## src/rtl/bsg_sha_pkg.sv

```systemverilog
// Shared types and width constants for the double-SHA nonce dispatch path.
// Holds the dispatcher state encoding and the default nonce/target/credit sizes.
package bsg_sha_pkg;

    localparam int nonce_width_lp  = 32;
    localparam int target_width_lp = 32;
    localparam int credits_lp      = 4;

    typedef enum logic [1:0] {
        IDLE   = 2'd0,
        ISSUE  = 2'd1,
        DRAIN  = 2'd2,
        REPORT = 2'd3
    } dispatch_state_e;

endpackage

```

## src/rtl/bsg_nonce_fifo.sv

```systemverilog
// Small in-order FIFO holding the nonces that are in flight through the hash path.
// Head is read combinationally so a result can pop and record its nonce in one cycle.
module bsg_nonce_fifo
    import bsg_sha_pkg::*;
#(
    parameter int depth_p = credits_lp,
    parameter int width_p = nonce_width_lp
) (
    input  logic               clk_i,
    input  logic               reset_i,
    input  logic               push_i,
    input  logic [width_p-1:0] data_i,
    input  logic               pop_i,
    output logic [width_p-1:0] data_o,
    output logic               empty_o,
    output logic               full_o
);
    localparam int ptr_w = $clog2(depth_p);

    logic [width_p-1:0] mem [0:depth_p-1];
    logic [ptr_w:0]     wr_ptr_reg;
    logic [ptr_w:0]     rd_ptr_reg;
    logic               do_push;
    logic               do_pop;

    // Extra pointer MSB distinguishes full from empty when the indices match.
    assign empty_o = (wr_ptr_reg == rd_ptr_reg);
    assign full_o  = (wr_ptr_reg[ptr_w] != rd_ptr_reg[ptr_w]) &&
                     (wr_ptr_reg[ptr_w-1:0] == rd_ptr_reg[ptr_w-1:0]);
    assign do_push = push_i && !full_o;
    assign do_pop  = pop_i && !empty_o;
    assign data_o  = mem[rd_ptr_reg[ptr_w-1:0]];

    always_ff @(posedge clk_i) begin
        if (do_push) begin
            mem[wr_ptr_reg[ptr_w-1:0]] <= data_i;
        end
    end

    always_ff @(posedge clk_i or negedge reset_i) begin
        if (!reset_i) begin
            wr_ptr_reg <= '0;
            rd_ptr_reg <= '0;
        end else begin
            if (do_push) wr_ptr_reg <= wr_ptr_reg + 1'b1;
            if (do_pop)  rd_ptr_reg <= rd_ptr_reg + 1'b1;
        end
    end

endmodule

```

## src/rtl/bsg_nonce_dispatch.sv

```systemverilog
// Issues a job's nonce range to the hash/check path and retires in-order hit results.
// Define BSG_NONCE_DISPATCH_EARLY_STOP_EN to stop issuing after the first retired hit.
module bsg_nonce_dispatch
    import bsg_sha_pkg::*;
#(
    parameter int nonce_width_p  = nonce_width_lp,
    parameter int target_width_p = target_width_lp,
    parameter int credits_p      = credits_lp
) (
    input  logic                      clk_i,
    input  logic                      reset_i,
    input  logic                      job_v_i,
    output logic                      job_ready_o,
    input  logic [nonce_width_p-1:0]  job_start_i,
    input  logic [nonce_width_p-1:0]  job_count_i,
    input  logic [target_width_p-1:0] job_target_i,
    output logic                      v_o,
    input  logic                      ready_i,
    output logic [nonce_width_p-1:0]  nonce_o,
    output logic [target_width_p-1:0] target_o,
    input  logic                      v_i,
    input  logic                      data_i,
    output logic                      yumi_o,
    output logic                      done_v_o,
    output logic                      found_o,
    output logic [nonce_width_p-1:0]  nonce_found_o,
    input  logic                      done_yumi_i
);
    localparam int cnt_w = $clog2(credits_p) + 1;
    localparam logic [cnt_w-1:0] credits_c = cnt_w'(credits_p);

    dispatch_state_e           state_reg;
    logic [nonce_width_p-1:0]  nonce_reg;
    logic [nonce_width_p-1:0]  count_reg;
    logic [target_width_p-1:0] target_reg;
    logic [nonce_width_p-1:0]  issued_reg;
    logic [nonce_width_p-1:0]  issued_next;
    logic [cnt_w-1:0]          outstanding_reg;
    logic [cnt_w-1:0]          outstanding_next;
    logic                      found_reg;
    logic                      found_next;
    logic [nonce_width_p-1:0]  nonce_found_reg;

    logic                      fire;
    logic                      retire;
    logic                      hit;
    logic                      stop;
    logic                      stop_next;
    logic [nonce_width_p-1:0]  fifo_head;
    logic                      fifo_empty;
    logic                      fifo_full;

`ifdef BSG_NONCE_DISPATCH_EARLY_STOP_EN
    assign stop      = found_reg;
    assign stop_next = found_next;
`else
    assign stop      = 1'b0;
    assign stop_next = 1'b0;
`endif

    assign v_o = (state_reg == ISSUE) && (issued_reg < count_reg) &&
                 (outstanding_reg < credits_c) && !fifo_full && !stop;
    assign fire          = v_o && ready_i;
    // Results with nothing in flight (e.g. left over from before a reset) are dropped.
    assign yumi_o        = v_i;
    assign retire        = v_i && !fifo_empty;
    assign hit           = retire && data_i && !found_reg;
    assign found_next    = found_reg || hit;
    assign issued_next   = issued_reg + nonce_width_p'(fire);

    assign job_ready_o   = (state_reg == IDLE);
    assign done_v_o      = (state_reg == REPORT);
    assign nonce_o       = nonce_reg;
    assign target_o      = target_reg;
    assign found_o       = found_reg;
    assign nonce_found_o = nonce_found_reg;

    always_comb begin
        outstanding_next = outstanding_reg;
        if (fire && !retire) begin
            outstanding_next = outstanding_reg + cnt_w'(1);
        end else if (!fire && retire) begin
            outstanding_next = outstanding_reg - cnt_w'(1);
        end
    end

    bsg_nonce_fifo #(
        .depth_p (credits_p),
        .width_p (nonce_width_p)
    ) fifo (
        .clk_i   (clk_i),
        .reset_i (reset_i),
        .push_i  (fire),
        .data_i  (nonce_reg),
        .pop_i   (retire),
        .data_o  (fifo_head),
        .empty_o (fifo_empty),
        .full_o  (fifo_full)
    );

    always_ff @(posedge clk_i or negedge reset_i) begin
        if (!reset_i) begin
            state_reg       <= IDLE;
            nonce_reg       <= '0;
            count_reg       <= '0;
            target_reg      <= '0;
            issued_reg      <= '0;
            outstanding_reg <= '0;
            found_reg       <= 1'b0;
            nonce_found_reg <= '0;
        end else begin
            issued_reg      <= issued_next;
            outstanding_reg <= outstanding_next;
            found_reg       <= found_next;
            if (hit)  nonce_found_reg <= fifo_head;
            if (fire) nonce_reg <= nonce_reg + nonce_width_p'(1);

            case (state_reg)
                IDLE: begin
                    if (job_v_i) begin
                        nonce_reg       <= job_start_i;
                        count_reg       <= job_count_i;
                        target_reg      <= job_target_i;
                        issued_reg      <= '0;
                        outstanding_reg <= '0;
                        found_reg       <= 1'b0;
                        nonce_found_reg <= '0;
                        state_reg       <= (job_count_i == '0) ? REPORT : ISSUE;
                    end
                end
                ISSUE: begin
                    // Look at next-cycle counts so a retirement this cycle is not lost a cycle.
                    if ((issued_next == count_reg) || stop_next) begin
                        state_reg <= (outstanding_next == '0) ? REPORT : DRAIN;
                    end
                end
                DRAIN: begin
                    if (outstanding_next == '0) state_reg <= REPORT;
                end
                REPORT: begin
                    if (done_yumi_i) state_reg <= IDLE;
                end
                default: state_reg <= IDLE;
            endcase
        end
    end

endmodule

```

## config.mk

```make
export PLATFORM = sky130hd
export DESIGN_NAME = bsg_nonce_dispatch
export DESIGN_NICKNAME = d
export VERILOG_FILES = /design/src/rtl/bsg_sha_pkg.sv /design/src/rtl/bsg_nonce_fifo.sv /design/src/rtl/bsg_nonce_dispatch.sv
export SDC_FILE = /design/constraint.sdc
export NUM_CORES = 1
export LEC_CHECK = 0
export CAP_MARGIN = 20
export CORE_ASPECT_RATIO = 0.9
export CORE_MARGIN = 10
export CORE_UTILIZATION = 35
export CTS_CLUSTER_DIAMETER = 80
export CTS_CLUSTER_SIZE = 25
export DETAILED_ROUTE_END_ITERATION = 16
export PLACE_DENSITY_LB_ADDON = 0.2
export SETUP_SLACK_MARGIN = 0.02
export SYNTH_ARGS = -nofsm -noshare
export SYNTH_HDL_FRONTEND = slang
export SYNTH_HIERARCHICAL = 1
export SYNTH_SLANG_ARGS = --single-unit
```

## constraint.sdc

```tcl
create_clock -name clk_i -period 14.8 [get_ports clk_i]
set_input_delay 1.48 -clock clk_i [delete_from_list [all_inputs] [get_ports clk_i]]
set_output_delay 1.48 -clock clk_i [all_outputs]
set_load 0.005 [all_outputs]
```

# Word-level counts from Yosys, hierarchy flattened

Memory sizes are Yosys's and may differ from the RTL's.
Index checks and enable logic that the tools add are counted.

Add/subtract/negate cells: 6
$lt $le $gt $ge: 2
Equality and inequality tests: 11
Mux-type cells: 23
Reduce and logical (&&, ||, !) cells: 23

Operator list:

| kind                                                                    | number |
|---|---|
| 32-bit 2-to-1 mux                                                       | 8 |
| 32-bit by 1-bit adder with 32-bit output                                | 1 |
| 32-bit by 1-bit adder with 32-bit output, second input constant         | 1 |
| 32-bit == test                                                          | 1 |
| 32-bit logical NOT                                                      | 1 |
| 32-bit < comparator                                                     | 1 |
| 1-bit logical AND                                                       | 12 |
| 3-bit 2-to-1 mux                                                        | 4 |
| 2-bit 2-to-1 mux                                                        | 5 |
| 3-bit by 1-bit adder with 3-bit output, second input constant           | 3 |
| 2-bit one-hot mux with 4 select lines                                   | 1 |
| 1-bit logical NOT                                                       | 5 |
| 1-bit 2-to-1 mux                                                        | 5 |
| 2-bit == test, second input constant                                    | 2 |
| 2-bit by 1-bit inequality test with 1-bit output, second input constant | 2 |
| 2-bit inequality test, second input constant                            | 2 |
| 4-bit AND reduction                                                     | 1 |
| 3-bit == test                                                           | 1 |
| 3-bit logical NOT                                                       | 1 |
| 3-bit < comparator, second input constant                               | 1 |
| 3-bit by 1-bit subtractor with 3-bit output, second input constant      | 1 |
| 2-bit by 1-bit == test with 1-bit output, second input constant         | 1 |
| 2-bit == test                                                           | 1 |
| 2-bit logical NOT                                                       | 1 |
| other kinds (3)                                                         | 3 |

Register bits after elaboration: 172
Memory bits (writable): 128
Bits of input ports: 103
Output and inout port bits: 101
Logic and storage cells: 76
Memories kept: 1

Memory list:

| name     | depth | width | rd ports | clocked after Yosys merged registers in | write ports | line                 | source |
|---|---|---|---|---|---|---|---|
| fifo.mem | 4     | 32    | 1        | 0                                       | 1           | bsg_nonce_fifo.sv:20 | `logic [width_p-1:0] mem [0:depth_p-1];` |

# Depth between registers and ports, before layout

Depth after elaboration: 13
Mapped depth: 21
Mapped depth without buffers: 18

# By module

The synthesis kept the hierarchy.

By module, submodules not included:

| module             | instances | cells each | area an instance (um^2) | seq. area each (um^2) |
|---|---|---|---|---|
| bsg_nonce_dispatch | 1         | 1,074      | 9,180.1                 | 4,154.0 |
| bsg_nonce_fifo     | 1         | 216        | 5,077.4                 | 3,993.8 |

# Worst setup path after synthesis

Ideal clock, no wire load.

Kind: register -> register
From: reg fifo.rd_ptr_reg[0]
To: reg state_reg[1]
Setup time: 125 ps
Data arrival time: 5,432 ps
Required time: 14,675 ps
Setup slack: 9,242 ps
Stages on the path, launching flop included: 21
Path buffers: 2
Clock period less this slack: 5,558 ps
Cell sequence: dfrtp_1 > buf_6 > xnor2_1 > nand3_1 > inv_1 > or4b_2 > a221oi_1 > nand4_1 > nor2_1 > clkbuf_1 > ha_1 > ha_1 > nand4_1 > nor3_1 > nand4_1 > mux2i_1 > o211ai_1 > a2111oi_0 > and4_1 > o221a_2 > mux2_4

Cells in the longest elaborated chain, start to end: 12
Elaborated cells on any way between the ends: 20
Those cells by class: 1 x add/sub; 5 x eq/ne; 2 x mux; 12 x reduce/logical

RTL lines:

| item                                                                                             | line                      | source |
|---|---|---|
| from (decl)                                                                                      | bsg_nonce_fifo.sv:22      | `logic [ptr_w:0] rd_ptr_reg;` |
| from (signal assigned)                                                                           | bsg_nonce_fifo.sv:46      | `if (do_pop) rd_ptr_reg <= rd_ptr_reg + 1'b1;` |
| 2-bit == test *                                                                                  | bsg_nonce_fifo.sv:29      | `(wr_ptr_reg[ptr_w-1:0] == rd_ptr_reg[ptr_w-1:0]);` |
| 1-bit logical AND *                                                                              | bsg_nonce_fifo.sv:28      | `assign full_o = (wr_ptr_reg[ptr_w] != rd_ptr_reg[ptr_w]) &&` |
| via fifo_full                                                                                    | bsg_nonce_dispatch.sv:51  | `logic fifo_full;` |
| 1-bit logical NOT *                                                                              | bsg_nonce_dispatch.sv:62  | `(outstanding_reg < credits_c) && !fifo_full && !stop;` |
| 1-bit logical AND *                                                                              | bsg_nonce_dispatch.sv:62  |  |
| 1-bit logical AND *                                                                              | bsg_nonce_dispatch.sv:63  | `assign fire = v_o && ready_i;` |
| via fire                                                                                         | bsg_nonce_dispatch.sv:44  | `logic fire;` |
| parallel branches: the longest is 6 deep, another holds 32-bit by 1-bit adder with 32-bit output | n/a                       |  |
| 4-bit AND reduction (no line) *                                                                  | n/a                       |  |
| to (signal assigned)                                                                             | bsg_nonce_dispatch.sv:128 | `state_reg <= (job_count_i == '0) ? REPORT : ISSUE;` |
| to (signal assigned)                                                                             | bsg_nonce_dispatch.sv:134 | `state_reg <= (outstanding_next == '0) ? REPORT : DRAIN;` |
| to (decl)                                                                                        | bsg_nonce_dispatch.sv:32  | `dispatch_state_e state_reg;` |

Mark *: on every way through the listed nets, which the timed path passes.
A chain may end at the register's enable or synchronous reset.

# Worst setup path in the final report

From: reg fifo.wr_ptr_reg[0]
To: reg state_reg[1]

Cells in the longest elaborated chain, start to end: 12
Elaborated cells on any way between the ends: 20
Those cells by class: 1 x add/sub; 5 x eq/ne; 2 x mux; 12 x reduce/logical

RTL lines:

| item                                                                                             | line                     | source |
|---|---|---|
| from (decl)                                                                                      | bsg_nonce_fifo.sv:21     | `logic [ptr_w:0] wr_ptr_reg;` |
| from (signal assigned)                                                                           | bsg_nonce_fifo.sv:45     | `if (do_push) wr_ptr_reg <= wr_ptr_reg + 1'b1;` |
| 2-bit == test *                                                                                  | bsg_nonce_fifo.sv:29     |  |
| 1-bit logical AND *                                                                              | bsg_nonce_fifo.sv:28     |  |
| via fifo_full                                                                                    | bsg_nonce_dispatch.sv:51 |  |
| 1-bit logical NOT *                                                                              | bsg_nonce_dispatch.sv:62 |  |
| 1-bit logical AND *                                                                              | bsg_nonce_dispatch.sv:62 |  |
| 1-bit logical AND *                                                                              | bsg_nonce_dispatch.sv:63 |  |
| parallel branches: the longest is 6 deep, another holds 32-bit by 1-bit adder with 32-bit output | n/a                      |  |
| 4-bit AND reduction (no line) *                                                                  | n/a                      |  |

Marks and branches as above.

==> results.yml <==
grt:
  grt_util_met2: 0.258
  largest_net_degree_at_the_start_of_global_routing: 101
  routing_usage_on_met3: 0.0222
  grtUsageMet1: 0.225
  grt_overflow: 0
  grt_pass1_vias: 10100
  grtUsageTotal: 0.160
  antenna_violations_before_repair: 0
  grt_pass1_wl_mm: 62.1
  grt_busiest_layer: "met2"
layout:
  area_growth_syn_to_layout_pct: 23.0
  n_fill_cell: 3887
  most-common-layout-cells: "sky130_fd_sc_hd__nand2_1 (278), sky130_fd_sc_hd__clkdlybuf4s50_1 (202), sky130_fd_sc_hd__dfrtp_1 (171)"
  num-nets-final: 1614
  layout_commonest_cell: "sky130_fd_sc_hd__nand2_1"
  final_core_util: 0.433
  largest_register_ffs: 128
  n_antenna_cell: 0
  instances_no_fill: 2020
  layout-drive-gt1-share: 0.0689
  stdcell_area_sq_um: 17500
placement:
  dpl.hpwl_mm: 28.3
  preCtsSetupSlack_ns: 8.73
  portBuffers: 203
  gp_routability_congestion: 0.907
  placed_cells_incl_taps: 1984
  dpl-instance-area_sq_um: 16800
setup_path:
  rrSetupSlack_ns: 8.69
  crit_fanout: 23
  cpMaxStageDelayCell: "sky130_fd_sc_hd__or4b_2"
  worst-endpoint-arrival_ns: 6.54
  r2r.worst_path.cells: 19
  critical_path.max_stage_delay_ns: 0.62
  crit_path_start_kind: "flip-flop"
  r2r-start: "fifo/wr_ptr_reg[0]"
  cp_common_cell: "sky130_fd_sc_hd__xnor2_1"
  required_time_at_the_endpoint_of_the_critical_path_ns: 15.23
  timing.critical_path.cells: "xnor2_1 > nand3_1 > inv_1 > or4b_2 > a221oi_1 > nand4_1 > nor2_2 > buf_4 > ha_1 > ha_1 > and4_1 > nand3_1 > nor4_1 > xnor2_1 > xnor2_1 > nor4_1 > and4_1 > o221a_2 > mux2_4"
  timing_worst_setup_path_type: "flip-flop to flip-flop"
  timing.critical_path.to_type: "flip-flop"
  worst_r2r_endpoint: "state_reg[1]"
floorplanning:
  core_area_sq_um: 40500
  die_height_um: 211
  floorplan.initialDensity: 0.352
  io_pins: 204
  rows: 70
  die_width_um: 233
  die_footprint_sq_um: 49200
clock_tree:
  clock_tree.buffer_depth: 3
  ctsResizeCount: 0
  clkSinkCount: 300
  cts-root-buf: "sky130_fd_sc_hd__clkbuf_16"
  ctsHtreeMaxLevel: 1
  cts_inserted_buffers: 20
  clock_insertion_delay_at_the_later_pin_of_the_skew_report_ns: 0.55
  worst_setup_hold_path_clk_slew_ns: 0.09
  cts_hold_buffers: 0
  tritoncts: "done"
  cts_post_setup_buffers_inserted: 0
yosys:
  syn_nets: 1438
  cell_types_with_the_largest_area_share_after_synthesis: "sky130_fd_sc_hd__dfrtp_1 (30%), sky130_fd_sc_hd__edfxtp_1 (27%), sky130_fd_sc_hd__nand2_1 (7.3%)"
  ys_seq_area_frac: 0.571
  post_synth_instance_area_sq_um: 14300
  ys_async_sr_fraction: 0.573
  synth_cells: 1290
  synth_enable_flop_cells: 128
  dominantRegCellSynth: "sky130_fd_sc_hd__dfrtp_1"
  yosys.cell_types.count: 66
  yosys.area.top_type: "sky130_fd_sc_hd__dfrtp_1"
  synth_seq_cells: 300
  avg_inst_size_synth_sq_um: 11.1
  synth_largest_type_area_fraction: 0.302
  synth_warnings: 6
worst_hold_path:
  min_path_cells: 2
  worst_hold_path.endpoint: "target_o[5]"
  hp-class: "flip-flop to flip-flop"
  hold_start: "target_o[5]"
sta:
  setup_slack_ns: 8.69
  worstMarginPinSlew_ns: 1.05
  min_clock_period_post_route_ns: 6.11
  setup_tns_ns: 0
  report.final.setup_viol: 0
  drv_slew: 0
  final_hold_slack_ns: 0.479
  rsz0062_at_grt: "no"
  layout_worst_path_cycle_share: 0.413
  fmaxAchievable_mhz: 164
  max_slew_margin: 0.302
  clock_skew_after_layout_ns: 0.0269
  number_of_hold_slack_violations_in_the_final_timing_report: 0
routing:
  avgViaCountPerCell: 5.10
  vias: 10300
  routed_wirelength_mm: 40.4
  drt_first_pass_iters: 5
  route.detailed.drc: 0
  detail_route.wl_per_cell_um: 20.0
  final_antenna_net_count: 0
  detail_route.iter0.violations: 797
job:
  cap_violations: 0
outcome:
  status: "completed"
power:
  p_per_area_nw_per_um2: 174
  static_leakage_nw: 6.74
  fin_total_pwr_mw: 3.06
  power.ir.vdd_worst_mv: 0.0972
==> layout make-up <==
class | instances | area, sq um | share of cell area
timing repair buffer | 217 | 2140 | 0.122
clock inverter | 12 | 145 | 0.00828
clock buffer | 24 | 558 | 0.0318
tap | 540 | 676 | 0.0385
inverter | 52 | 195 | 0.0111
sequential | 300 | 8150 | 0.465
multi-input combinational | 875 | 5670 | 0.324
==> synthesized netlist by cell type, types with 5 or more instances <==
cell	instances
sky130_fd_sc_hd__o22ai_1	5
sky130_fd_sc_hd__a31oi_1	8
sky130_fd_sc_hd__or3_1	9
sky130_fd_sc_hd__buf_4	5
sky130_fd_sc_hd__nor2_1	66
sky130_fd_sc_hd__buf_2	6
sky130_fd_sc_hd__mux4_2	32
sky130_fd_sc_hd__xnor2_1	47
sky130_fd_sc_hd__dfrtp_1	172
sky130_fd_sc_hd__o21ai_0	79
sky130_fd_sc_hd__a211oi_1	6
sky130_fd_sc_hd__edfxtp_1	128
sky130_fd_sc_hd__a21oi_1	62
sky130_fd_sc_hd__nand4_1	28
sky130_fd_sc_hd__and4_1	13
sky130_fd_sc_hd__nor3_1	18
sky130_fd_sc_hd__clkbuf_1	51
sky130_fd_sc_hd__nand3_1	35
sky130_fd_sc_hd__and3_1	11
sky130_fd_sc_hd__nand2_1	278
sky130_fd_sc_hd__nand2b_1	9
sky130_fd_sc_hd__nor4_1	16
sky130_fd_sc_hd__xor2_1	36
sky130_fd_sc_hd__ha_1	45
sky130_fd_sc_hd__o31ai_1	9
sky130_fd_sc_hd__inv_1	51
sky130_fd_sc_hd__and2_1	6
==> power by group <==
part           internal (mW)  leakage [nW]  switching, mW  total, mW
Sequential              1.12          3.37          0.215       1.34
Combinational          0.537          3.04          0.559       1.10
Clock                  0.289         0.338          0.333      0.623
==> worst max-delay path: cells and delay by family, from the launching register on <==
kind / cells / cell delay (ns)
AND/OR/NAND/NOR: 9 / 3.21
adder cells (fa/ha/maj): 2 / 0.60
XOR/XNOR: 3 / 0.55
AO/OA/AOI/OAI: 2 / 0.52
flip-flops: 1 / 0.48
buffers and inverters: 2 / 0.35
multiplexers: 1 / 0.29
==> kinds of logic after synthesis <==
logic type | count (synthesis) | synth area share
muxes | 40 | 0.0569
DFF | 300 | 0.571
adders and majority gates | 45 | 0.0395
xor gates and xnor gates | 86 | 0.0553
AOI/OAI and AO/OA | 201 | 0.0832
buffers and inverters | 115 | 0.0326
and+or+nand+nor | 503 | 0.161
==> worst max path at each step <==
stage	start	to	slack, ns	cells past startpoint
6_report	fifo/wr_ptr_reg[0]	state_reg[1]	8.69	19
5_1_grt	fifo/wr_ptr_reg[0]	state_reg[1]	8.18	19
4_1_cts	fifo/wr_ptr_reg[0]	state_reg[1]	8.72	19
3_5_place_dp	fifo/wr_ptr_reg[0]	state_reg[1]	8.73	19
3_3_place_gp	ready_i	state_reg[1]	8.87	14
2_1_floorplan	fifo/rd_ptr_reg[0]	state_reg[1]	9.24	20
==> metal layers <==
metal	share of wire	vias to the layer above	routed length, um
met2	0.48	219	19400
li1	-	4923	-
met1	0.46	5117	18400
met3	0.043	37	1740
met4	0.020	0	792
met5	0	-	0
Note: power is estimated with default switching activity, not from simulation.
